<file path="src/rtl/mem_port_arbiter.sv">
// Arbitrates one synchronous memory port between instruction fetch and data access.
// Define MEM_ARB_STARVATION_GUARD_EN to let a starved fetch override data priority.
package mem_arb_pkg;
    typedef enum logic [1:0] {
        write_byte = 2'd0,
        write_half = 2'd1,
        write_word = 2'd2
    } write_width_t;
endpackage

module mem_port_arbiter
    import mem_arb_pkg::*;
#(
    parameter int STARVE_LIMIT = 4,
    parameter int XLEN         = 32
) (
    input  logic            clock,
    input  logic            reset,
    input  logic            if_req,
    input  logic [XLEN-1:0] if_addr,
    output logic            if_gnt,
    output logic            if_rvalid,
    output logic [XLEN-1:0] if_rdata,
    input  logic            d_req,
    input  logic            d_we,
    input  logic [XLEN-1:0] d_addr,
    input  logic [XLEN-1:0] d_w_data,
    input  write_width_t    d_w_width,
    output logic            d_gnt,
    output logic            d_rvalid,
    output logic [XLEN-1:0] d_rdata,
    output logic [XLEN-1:0] mem_addr,
    output logic [XLEN-1:0] mem_w_data,
    output write_width_t    mem_w_width,
    output logic            mem_w_enable,
    input  logic [XLEN-1:0] mem_r_data
);

    typedef enum logic [1:0] {
        OWN_NONE = 2'd0,
        OWN_IF   = 2'd1,
        OWN_D    = 2'd2
    } owner_t;

    owner_t owner_q, owner_d;
    logic   fetch_first;

`ifdef MEM_ARB_STARVATION_GUARD_EN
    localparam int CW = $clog2(STARVE_LIMIT + 1);
    localparam logic [CW-1:0] LIMIT = CW'(STARVE_LIMIT);

    logic [CW-1:0] starve_q, starve_d;

    always_ff @(posedge clock) begin
        if (reset) starve_q <= '0;
        else       starve_q <= starve_d;
    end

    always_comb begin
        starve_d = starve_q;
        if (if_gnt)
            starve_d = '0;
        else if (if_req && starve_q != LIMIT)
            starve_d = starve_q + CW'(1);
    end

    assign fetch_first = (starve_q == LIMIT);
`else
    assign fetch_first = 1'b0;
`endif

    // Only one grant per cycle, so the shared port never sees a collision.
    always_comb begin
        if_gnt  = 1'b0;
        d_gnt   = 1'b0;
        owner_d = OWN_NONE;
        if (!reset) begin
            if (if_req && (!d_req || fetch_first))
                if_gnt = 1'b1;
            else if (d_req)
                d_gnt = 1'b1;
        end
        if (if_gnt)
            owner_d = OWN_IF;
        else if (d_gnt && !d_we)
            owner_d = OWN_D;
    end

    always_ff @(posedge clock) begin
        if (reset) owner_q <= OWN_NONE;
        else       owner_q <= owner_d;
    end

    assign mem_addr     = d_gnt ? d_addr : if_addr;
    assign mem_w_data   = d_w_data;
    assign mem_w_width  = d_w_width;
    assign mem_w_enable = d_gnt & d_we;

    assign if_rvalid = !reset && (owner_q == OWN_IF);
    assign d_rvalid  = !reset && (owner_q == OWN_D);
    assign if_rdata  = mem_r_data;
    assign d_rdata   = mem_r_data;

endmodule

</file>
<file path="config.mk">
export PLATFORM = sky130hd
export DESIGN_NAME = mem_port_arbiter
export DESIGN_NICKNAME = d
export VERILOG_FILES = /design/src/rtl/mem_port_arbiter.sv
export SDC_FILE = /design/constraint.sdc
export NUM_CORES = 1
export LEC_CHECK = 0
export ABC_AREA = 1
export BUFFER_PORTS_ARGS = -buffer_cell sky130_fd_sc_hd__buf_4
export CAP_MARGIN = 0
export CORE_AREA = 8 8 98 100
export CTS_CLUSTER_DIAMETER = 120
export DETAILED_ROUTE_END_ITERATION = 7
export DIE_AREA = 0 0 106 108
export PLACE_DENSITY = 0.57
export SLEW_MARGIN = 20
export SYNTH_ARGS = -nofsm -noshare
export SYNTH_HDL_FRONTEND = slang
export SYNTH_SLANG_ARGS = --single-unit
</file>
<file path="constraint.sdc">
create_clock -name clock -period 1.35 [get_ports clock]
set_input_delay 0.0675 -clock clock [delete_from_list [all_inputs] [get_ports clock]]
set_output_delay 0.0675 -clock clock [all_outputs]
set_load 0.05 [all_outputs]
</file>
==> Flow_metrics.wiki, run 1 <==
{| class="wikitable"
! Metric !! Value
|-
| Die Footprint || 11400 µm²
|-
| Fin Setup TNS || 0 ps
|-
| Placed Instances || 324
|-
| Clock sink count || 2
|-
| Share of Yosys cell area claimed by the top area cell type || 58.3%
|-
| Library cell occupying the most area in the post-synthesis netlist || buf_4
|-
| Top flop regs || owner_q: 2 flops
|-
| Number of input and output port buffers inserted || 105
|-
| Worst-case vdd ir drop || 221 µV
|-
| Max reg flops || 2
|-
| Overall via count from detail_route || 1258
|-
| Number of flops mapped to enable cells by yosys || 0
|-
| Die boundary height || 108 µm
|-
| Leading cell type by number of instances after synthesis || buf_4
|-
| Setup fix buffers added after clock tree synthesis || 0
|-
| Largest net degree at the start of global routing || 36
|-
| Fill cell instance count of the final layout || 934
|-
| Required time at the worst-slack endpoint || 1280 ps
|-
| Async set or reset register ratio after synthesis || 0%
|-
| Power per cell area || 695 nW/µm²
|-
| Worst min-delay path class || in2reg
|-
| Antenna cells || 0
|-
| Post-synthesis net count || 354
|-
| Final weighted congestion in routability-driven placement || 0.736
|-
| Top post-synthesis cells by area || buf_4 58%, nand2_1 19%, nand3_1 12%
|-
| Length of the first detailed-routing pass in iterations || 4
|-
| CTS tree || yes
|-
| Total I/O pin count || 270
|-
| Sum of routed wire length over all layers || 5110 µm
|-
| Mean cell area of the mapped netlist || 6.06 µm²
|-
| DRC violation count after routing || 0
|-
| Initial antenna violation count || 0
|-
| Slew at the pin closest to its max-slew limit || 333 ps
|-
| Final setup violating endpoints || 0
|-
| Max Cap Violations || 0
|-
| CTS Root Buffer Type || clkbuf_8
|-
| Post-synthesis instance area || 1330 µm²
|-
| Number of global-route vias before repair || 1282
|-
| Layout cell share with drive strength beyond 1 || 51.4%
|-
| RSZ-0062 raised after global routing || false
|-
| Hold Fails Final Rpt || 0
|-
| Starting density of the core || 16.5%
|-
| Clock Pin Slew Worst Setup and Hold Paths || 30 ps
|-
| All-Layer GR Usage || 8.04%
|-
| Part of the Yosys area used for sequential elements || 3.02%
|-
| Number of synthesis warnings || 0
|-
| Top_reg_cell synth || dfxtp_1
|-
| Average detailed-routed wire length per instance || 15.6 µm
|-
| Critical Path End Type || primary output
|-
| Worst-case headroom to the max-slew limit || 77.8%
|-
| Number of buffers inserted for hold repair after clock tree synthesis || 0
|-
| Count of different cell masters after synthesis || 11
|-
| Number of DRC markers in iteration 0 || 56
|-
| Number of storage elements in the synthesis netlist || 2
|-
| Register with the most flip-flops || owner_q
|-
| Wire length of the first global-routing pass || 7290 µm
|-
| Launching element type of the critical path || input pin
|-
| Fraction of the cycle the final worst path needs || 80.6%
|-
| Synth Instances || 219
|-
| Total count of max-transition violations in the final report || 0
|-
| Hpwl dp || 4200 µm
|-
| Final Critical Period || 1090 ps
|-
| Vias per cell || 3.85
|-
| Number of gates given a new drive strength after cts || 0
|-
| Area overhead of the layout relative to synthesis || 13.9%
|-
| Clock buffers created by TritonCTS || 3
|-
| Hold WS || 24.4 ps
|-
| Outcome || finished, final reports clean
|-
| Antenna Violating Nets Remaining || 0
|-
| GRT Residual Overflow || 0
|-
| Max clock buf depth || 2
|-
| Overall power || 1.05 mW
|-
| Horizontal die dimension || 106 µm
|-
| Start-to-end type of the worst setup path || in2out
|-
| Number of nets in the layout || 359
|-
| H-tree lvl count || 1
|-
| Maximum clock frequency || 919 MHz
|-
| Core area || 8050 µm²
|-
| Cell leakage power || 0.882 nW
|-
| Critical path arrival || 1020 ps
|-
| Most instantiated cells after synthesis || 103 x buf_4, 66 x nand2_1, 32 x nand3_1, 5 x nor2_1
|-
| Site Rows || 33
|-
| Maximum fanout encountered on the critical timing path || 35
|-
| Post-Layout Cell Count || 327
|}
-- placed cells by master (no fill, tap or decap) --
master / instances
nor2_1: 5
buf_12: 1
nor3_2: 1
dfxtp_1: 2
buf_4: 107
inv_1: 3
nand3_1: 32
nand2_1: 66
clkbuf_8: 3
nand2_8: 1
inv_4: 1
-- layer usage --
metal	global-route usage (%)	part of all wire (%)
met4	6.23	5.1
met3	4.52	15
met1	6.68	31
met2	14.1	48
met5	0	0
-- worst max-delay path, cell delays in order --
cell     delay [ps]
buf_4           130
inv_4           210
nand2_8         220
nand2_1         140
nand2_1          60
buf_4           180
-- final timing paths --
check | depth (start not counted) | to | startpoint
worst max-delay path | 6 | mem_addr[12] | reset
worst min-delay path | 2 | owner_q[1]$_SDFF_PP0_ | d_we
-- cell families after synthesis --
logic type             Yosys count  synth area share, %
DFF                              2                 3.02
buffers and inverters          112                 62.9
and+or+nand+nor                105                 34.1
-- through the flow --
step                      worst slack [ps]  area (µm²)  utilization, %
after detailed placement               220        1470            18.2
after global placement                 242        1470            18.2
after global routing                   142        1510            18.8
after CTS                              213        1510            18.8
after floorplan                        213        1330               -
final                                  262        1510            18.8
-- where the power goes --
part	internal, mW	switching [mW]
sequential	0.0620	0.000968
clock	0.189	0.0489
combinational	0.279	0.470
total	0.530	0.520
-- area by class of cell --
type	instances	area (µm²)	share of cell area [%]
tap	105	131	8.70
inverter	4	17.5	1.16
timing repair buffer	108	823	54.5
sequential	2	40.0	2.65
clock buffer	3	41.3	2.73
multi-input combinational	105	457	30.2
Power figures use the tool's default switching activity.
==> run 2, diff against run 1 <==
Settings changed: ABC_AREA 1 to 0, CORE_AREA 8 8 98 100 to 8 8 99 101, DIE_AREA 0 0 106 108 to 0 0 107 109, PLACE_DENSITY 0.57 to 0.59.
Clock period 1.35 ns to 0.9 ns, I/O delays scaled along.
==> run 2 against run 1 <==
Effect of this change: the flow now finishes with violations (setup timing); critical path type unchanged; cell count is 19% lower; sequential share of layout area is 0.34 points lower; die area is 1.9% higher.
==> Flow_metrics.wiki, run 2 <==
{| class="wikitable"
! Metric !! Value
|-
| Outcome || finished, violations left (was finished, final reports clean)
|-
| Violated checks || setup timing
|-
| Antenna cells || 0 (unchanged)
|-
| Average detailed-routed wire length per instance || 13.5 µm (was 15.6 µm)
|-
| Number of input and output port buffers inserted || 105 (unchanged)
|-
| Pre-CTS setup slack || -145 ps (was 220 ps)
|-
| Number of synthesis warnings || 0 (unchanged)
|-
| Combined buffer and inverter count along the critical path || 3 (unchanged)
|-
| Crit-path slowest cell || mux2_4 (was nand2_8)
|-
| Top flop regs || owner_q: 2 flops (unchanged)
|-
| Top_reg_cell synth || dfxtp_1 (unchanged)
|-
| Final worst setup slack || -112 ps (was 262 ps)
|-
| Slew at the pin closest to its max-slew limit || 153 ps (was 333 ps)
|-
| RSZ-0062 raised after global routing || true (was false)
|-
| Core area || 8380 µm² (was 8050 µm²)
|-
| GRT Residual Overflow || 0 (unchanged)
|-
| Hpwl dp || 3040 µm (was 4200 µm)
|-
| Synth Instances || 144 (was 219)
|-
| Hold Fails Final Rpt || 0 (unchanged)
|-
| Worst-case vdd ir drop || 290 µV (was 221 µV)
|-
| Area overhead of the layout relative to synthesis || 34.0% (was 13.9%)
|-
| Register with the most flip-flops || owner_q (unchanged)
|-
| Clock sink count || 2 (unchanged)
|-
| Final core utilization || 21.9% (was 18.8%)
|-
| Leading cell type by number of instances after synthesis || buf_4 (unchanged)
|-
| Worst-case headroom to the max-slew limit || 89.8% (was 77.8%)
|-
| Final design instance area without fill || 1840 µm² (was 1510 µm²)
|-
| Critical Path End Type || primary output (unchanged)
|-
| Hold WS || 90.0 ps (was 24.4 ps)
|-
| Starting density of the core || 16.4% (was 16.5%)
|-
| Most common library cell in the layout ignoring fill and taps || buf_4 (unchanged)
|-
| Part of the Yosys area used for sequential elements || 2.92% (was 3.02%)
|-
| Vias per cell || 3.51 (was 3.85)
|-
| Overall power || 1.73 mW (was 1.05 mW)
|-
| Delay-heaviest family, CP || buffers and inverters (unchanged)
|-
| Worst min-delay path class || in2out (was in2reg)
|-
| Layout cell share with drive strength beyond 1 || 98.1% (was 51.4%)
|-
| Top post-synthesis cells by area || buf_4 54%, mux2_4 31%, buf_12 4.4% (was buf_4 58%, nand2_1 19%, nand3_1 12%)
|-
| Number of flops mapped to enable cells by yosys || 0 (unchanged)
|-
| CTS tree || yes (unchanged)
|-
| Antenna Violating Nets Remaining || 0 (unchanged)
|-
| Number of global-route vias before repair || 1060 (was 1282)
|-
| Length of the first detailed-routing pass in iterations || 2 (was 4)
|-
| Share of Yosys cell area claimed by the top area cell type || 53.6% (was 58.3%)
|-
| Largest net degree at the start of global routing || 17 (was 36)
|-
| Final setup violating endpoints || 34 (was 0)
|-
| Maximum clock frequency || 989 MHz
|-
| Launching element type of the critical path || input pin (unchanged)
|-
| Required time at the worst-slack endpoint || 850 ps (was 1280 ps)
|-
| Count of different cell masters after synthesis || 11 (unchanged)
|-
| All-Layer GR Usage || 5.50% (was 8.04%)
|-
| Post-synthesis instance area || 1370 µm² (was 1330 µm²)
|-
| Total count of max-transition violations in the final report || 0 (unchanged)
|-
| Fill cell instance count of the final layout || 906 (was 934)
|-
| Number of nets in the layout || 295 (was 359)
|-
| Sum of routed wire length over all layers || 3590 µm (was 5110 µm)
|-
| Number of storage elements in the synthesis netlist || 2 (unchanged)
|-
| CTS Root Buffer Type || clkbuf_8 (unchanged)
|-
| Site Rows || 34 (was 33)
|-
| Die Footprint || 11700 µm² (was 11400 µm²)
|-
| Number of DRC markers in iteration 0 || 21 (was 56)
|-
| Max clock buf depth || 2 (unchanged)
|-
| Die boundary height || 109 µm (was 108 µm)
|-
| Max reg flops || 2 (unchanged)
|-
| Horizontal die dimension || 107 µm (was 106 µm)
|-
| Maximum fanout encountered on the critical timing path || 16 (was 35)
|-
| Overall via count from detail_route || 934 (was 1258)
|-
| Most instantiated cells after synthesis || 98 x buf_4, 28 x mux2_4, 4 x mux2_2, 4 x nor3b_1, 3 x buf_12 (was 103 x buf_4, 66 x nand2_1, 32 x nand3_1, 5 x nor2_1)
|-
| Critical path arrival || 970 ps (was 1020 ps)
|-
| Series of cell instances along the critical path || buf_6 -> nand2b_4 -> buf_12 -> mux2_4 -> buf_6 (was buf_4 -> inv_4 -> nand2_8 -> nand2_1 -> nand2_1 -> buf_4)
|-
| Fraction of the cycle the final worst path needs || 112%
|-
| Placement-stage cell area || 1580 µm² (was 1470 µm²)
|-
| Final weighted congestion in routability-driven placement || 0.658 (was 0.736)
|-
| Wire length of the first global-routing pass || 5280 µm (was 7290 µm)
|-
| Clock buffers created by TritonCTS || 3 (unchanged)
|-
| Final Critical Period || 1010 ps
|-
| H-tree lvl count || 1 (unchanged)
|-
| Top cell by count, worst path || buf_6
|-
| Library cell occupying the most area in the post-synthesis netlist || buf_4 (unchanged)
|-
| Cell leakage power || 0.962 nW (was 0.882 nW)
|-
| Post-synthesis net count || 279 (was 354)
|-
| Max Cap Violations || 0 (unchanged)
|-
| Async set or reset register ratio after synthesis || 0% (unchanged)
|-
| DRC violation count after routing || 0 (unchanged)
|-
| Total I/O pin count || 270 (unchanged)
|-
| Initial antenna violation count || 0 (unchanged)
|-
| Most frequent cells in the layout || 71 x buf_4, 34 x buf_6, 31 x mux2_4 (was 107 x buf_4, 66 x nand2_1, 32 x nand3_1)
|-
| Highest cell delay on the worst timing path || 310 ps (was 220 ps)
|-
| Power per cell area || 942 nW/µm² (was 695 nW/µm²)
|-
| Mean cell area of the mapped netlist || 9.52 µm² (was 6.06 µm²)
|-
| Start-to-end type of the worst setup path || in2out (unchanged)
|}
==> run 2: changes by cell type after synthesis, sizes merged, moves of 3 or more <==
cell,delta
nor2,-4
buf,-6
inv,-3
nor3b,+4
nand2,-67
nand3,-32
mux2,+32
==> run 2: cells by family after synthesis <==
family,share of synthesized area (%)
multiplexers,33.9
flip-flops,2.92
buffers and inverters,59.1
AND/OR/NAND/NOR,4.01
==> run 2: final timing paths <==
| kind | from | endpoint | slack [ps] | depth (start not counted) |
|---|---|---|---|---|
| worst max-delay path | reset | mem_addr[5] | -110 | 5 |
| worst min-delay path | mem_r_data[18] | if_rdata[18] | 90 | 0 |
==> run 2: cell type report <==
type	instances	area, µm²	area share (%)
flip-flops and latches	2	42.5	2.31
well taps	108	135	7.35
multi-input cells	39	561	30.5
repair buffers	113	1050	57.2
inverters	1	7.51	0.408
clock buffers	3	41.3	2.25
==> run 2: report_power, final <==
group | leakage [nW] | switching (mW) | internal, mW
combinational | 0.923 | 0.642 | 0.643
sequential | 0.0172 | 0.00361 | 0.0939
clock | 0.0216 | 0.0656 | 0.282
total | 0.962 | 0.711 | 1.02
==> run 2: per-stage QoR <==
step                instances  setup TNS (ps)
floorplan                 144            -250
global placement          260           -3690
detailed placement        260           -3970
CTS                       264           -3340
global route              266           -3810
finish                    266           -3010
==> run 2: what timing repair did <==
item | in CTS | in global routing
endpoints found under the hold margin | 1 | 0
gates resized for setup | 38 | 10
hold buffers | 1 | 0
buffers inserted | 0 | 1
gates cloned | 0 | 1
pin swaps | 0 | 1
setup endpoints to repair | 35 | 35
==> run 2: per-layer routing <==
layer | up-vias | share of wire [%] | track usage (%)
li1 | 393 | - | -
met3 | 9 | 19 | 5.32
met5 | - | 0 | 0
met2 | 121 | 47 | 8.79
met1 | 411 | 32 | 4.62
met4 | 0 | 1.6 | 2.21
==> run 3, diff against run 2 <==
Settings changed: SETUP_SLACK_MARGIN from default to 0.3.
==> run 3 against run 2 <==
Effect of this change: the flow finishes with violations (hold timing, setup timing); clock power about the same; cell count fell by 1.1%; worst hold slack worse by 94 ps; global-route usage is 0.062 points higher; total power fell by 0.89%; largest power group unchanged; sequential share of layout area hardly changed; via count fell by 4.2%; flip-flop and latch count unchanged; critical path depth unchanged; largest cell class unchanged; sequential power barely moved; critical endpoint is now mem_addr[10]; routed wire length is 1.1% higher.
==> Flow_metrics.wiki, run 3 (synthesized netlist as in run 2, its figures left out) <==
{| class="wikitable"
! Metric !! Value
|-
| RSZ-0062 raised after global routing || true (unchanged)
|-
| Wire length of the first global-routing pass || 5260 µm (was 5280 µm)
|-
| Series of cell instances along the critical path || buf_6 -> nand2b_4 -> buf_12 -> mux2_4 -> buf_6 (unchanged)
|-
| Sum of routed wire length over all layers || 3630 µm (was 3590 µm)
|-
| Hold Fails Final Rpt || 1 (was 0)
|-
| Fraction of met3 tracks used by global routing || 4.43% (was 5.32%)
|-
| Initial antenna violation count || 0 (unchanged)
|-
| Clock sink count || 2 (unchanged)
|-
| Overall via count from detail_route || 895 (was 934)
|-
| Layout cell share with drive strength beyond 1 || 98.7% (was 98.1%)
|-
| Hold WS || -4.11 ps (was 90.0 ps)
|-
| Max clock buf depth || 2 (unchanged)
|-
| Maximum clock frequency || 1010 MHz (was 989 MHz)
|-
| CTS tree || yes (unchanged)
|-
| Worst-case headroom to the max-slew limit || 89.3% (was 89.8%)
|-
| Global-route track usage on met2 || 9.10% (was 8.79%)
|-
| Crit-path slowest cell || mux2_4 (unchanged)
|-
| Violated checks || hold timing, setup timing (was setup timing)
|-
| Fraction of the cycle the final worst path needs || 110% (was 112%)
|-
| Final weighted congestion in routability-driven placement || 0.678 (was 0.658)
|-
| Number of DRC markers in iteration 0 || 6 (was 21)
|-
| Antenna Violating Nets Remaining || 0 (unchanged)
|-
| Length of the first detailed-routing pass in iterations || 2 (unchanged)
|-
| Required time at the worst-slack endpoint || 850 ps (about the same)
|-
| Worst-case vdd ir drop || 315 µV (was 290 µV)
|-
| Start-to-end type of the worst setup path || in2out (unchanged)
|-
| Antenna cells || 0 (unchanged)
|-
| DRC violation count after routing || 0 (unchanged)
|-
| Clock Pin Slew Worst Setup and Hold Paths || 30 ps
|-
| Most congested layer reported by global routing || met2 (unchanged)
|-
| Final setup violating endpoints || 35 (was 34)
|-
| Launching element type of the critical path || input pin (unchanged)
|-
| Most common library cell in the layout ignoring fill and taps || buf_4 (unchanged)
|-
| Register with the most flip-flops || owner_q (unchanged)
|-
| Overall power || 1.72 mW (was 1.73 mW)
|-
| Number of input and output port buffers inserted || 105 (unchanged)
|-
| GRT Residual Overflow || 0 (unchanged)
|-
| Die Footprint || 11700 µm² (unchanged)
|-
| Placed Instances || 259 (was 260)
|-
| Power per cell area || 952 nW/µm² (was 942 nW/µm²)
|-
| Vias per cell || 3.40 (was 3.51)
|-
| Horizontal die dimension || 107 µm (unchanged)
|-
| CTS Root Buffer Type || clkbuf_8 (unchanged)
|-
| Slew at the pin closest to its max-slew limit || 161 ps (was 153 ps)
|-
| Largest net degree at the start of global routing || 21 (was 17)
|-
| Final Critical Period || 992 ps (was 1010 ps)
|-
| Cell leakage power || 0.942 nW (was 0.962 nW)
|-
| Total I/O pin count || 270 (unchanged)
|-
| Max Cap Violations || 0 (unchanged)
|-
| Worst min-delay path class || in2reg (was in2out)
|-
| Number of global-route vias before repair || 1085 (was 1060)
|-
| Starting density of the core || 16.4% (unchanged)
|-
| Site Rows || 34 (unchanged)
|-
| Outcome || finished, violations left (unchanged)
|-
| H-tree lvl count || 1 (unchanged)
|-
| Core area || 8380 µm² (unchanged)
|-
| Maximum fanout encountered on the critical timing path || 20 (was 16)
|-
| Most frequent cells in the layout || 68 x buf_4, 38 x buf_6, 31 x mux2_4 (was 71 x buf_4, 34 x buf_6, 31 x mux2_4)
|-
| Met1 capacity usage during global routing || 4.89% (was 4.62%)
|-
| Clock buffers created by TritonCTS || 3 (unchanged)
|-
| Number of nets in the layout || 292 (was 295)
|-
| Highest cell delay on the worst timing path || 320 ps (was 310 ps)
|-
| Top cell by count, worst path || buf_6 (unchanged)
|-
| Average detailed-routed wire length per instance || 13.8 µm (was 13.5 µm)
|-
| Die boundary height || 109 µm (unchanged)
|-
| Post-Layout Cell Count || 263 (was 266)
|-
| Hpwl dp || 3120 µm (was 3040 µm)
|-
| Max reg flops || 2 (unchanged)
|-
| Critical Path End Type || primary output (unchanged)
|-
| Critical path arrival || 950 ps (was 970 ps)
|-
| Area overhead of the layout relative to synthesis || 31.4% (was 34.0%)
|-
| All-Layer GR Usage || 5.56% (was 5.50%)
|-
| Final worst setup slack || -92.0 ps (was -112 ps)
|-
| Top flop regs || owner_q: 2 flops (unchanged)
|-
| Total count of max-transition violations in the final report || 0 (unchanged)
|}
run 3: timing repair:
item | CTS | global route
resized for setup | 42 | 4
hold endpoints to repair | 1 | 1
setup buffers | 1 | 0
endpoints found under the setup margin | 37 | 37
run 3: worst max-delay path: cells and delay by family:
family        cells  cell delay [ps]
buf+inv           3              410
mux               1              320
simple gates      1              150
run 3: layer usage:
metal	vias to the layer above	routed length [µm]
met1	398	1120
li1	388	-
met3	11	666
met2	98	1800
met5	-	0
met4	0	42
run 3: power by group:
part	total [mW]	internal [mW]	switching, mW	leakage, nW
logic	1.27	0.627	0.643	0.903
registers	0.0973	0.0939	0.00344	0.0172
clock network	0.348	0.282	0.0658	0.0216
run 3: final cells by class:
class                   count  area (µm²)
fillers                   906        6580
inverters                   1        7.51
repair buffers            110        1010
well taps                 108         135
clock buffers               3        41.3
flip-flops and latches      2        42.5
multi-input cells          39         567
run 3: path summary, 6_finish.rpt:
path,to,depth (start not counted),start,slack (ps)
worst max-delay path,mem_addr[10],5,reset,-90
worst min-delay path,owner_q[1]$_SDFF_PP0_,2,d_we,-4
run 3: through the flow:
| step | util [%] | setup slack [ps] | TNS (ps) | area [µm²] |
|---|---|---|---|---|
| after floorplan | - | -83.1 | -89.2 | 1420 |
| after global placement | 18.9 | -127 | -3690 | 1580 |
| after detailed placement | 18.9 | -135 | -3930 | 1580 |
| after CTS | 21.3 | -91.1 | -2650 | 1790 |
| after global routing | 21.5 | -113 | -3140 | 1800 |
| final | 21.5 | -92.0 | -2380 | 1800 |
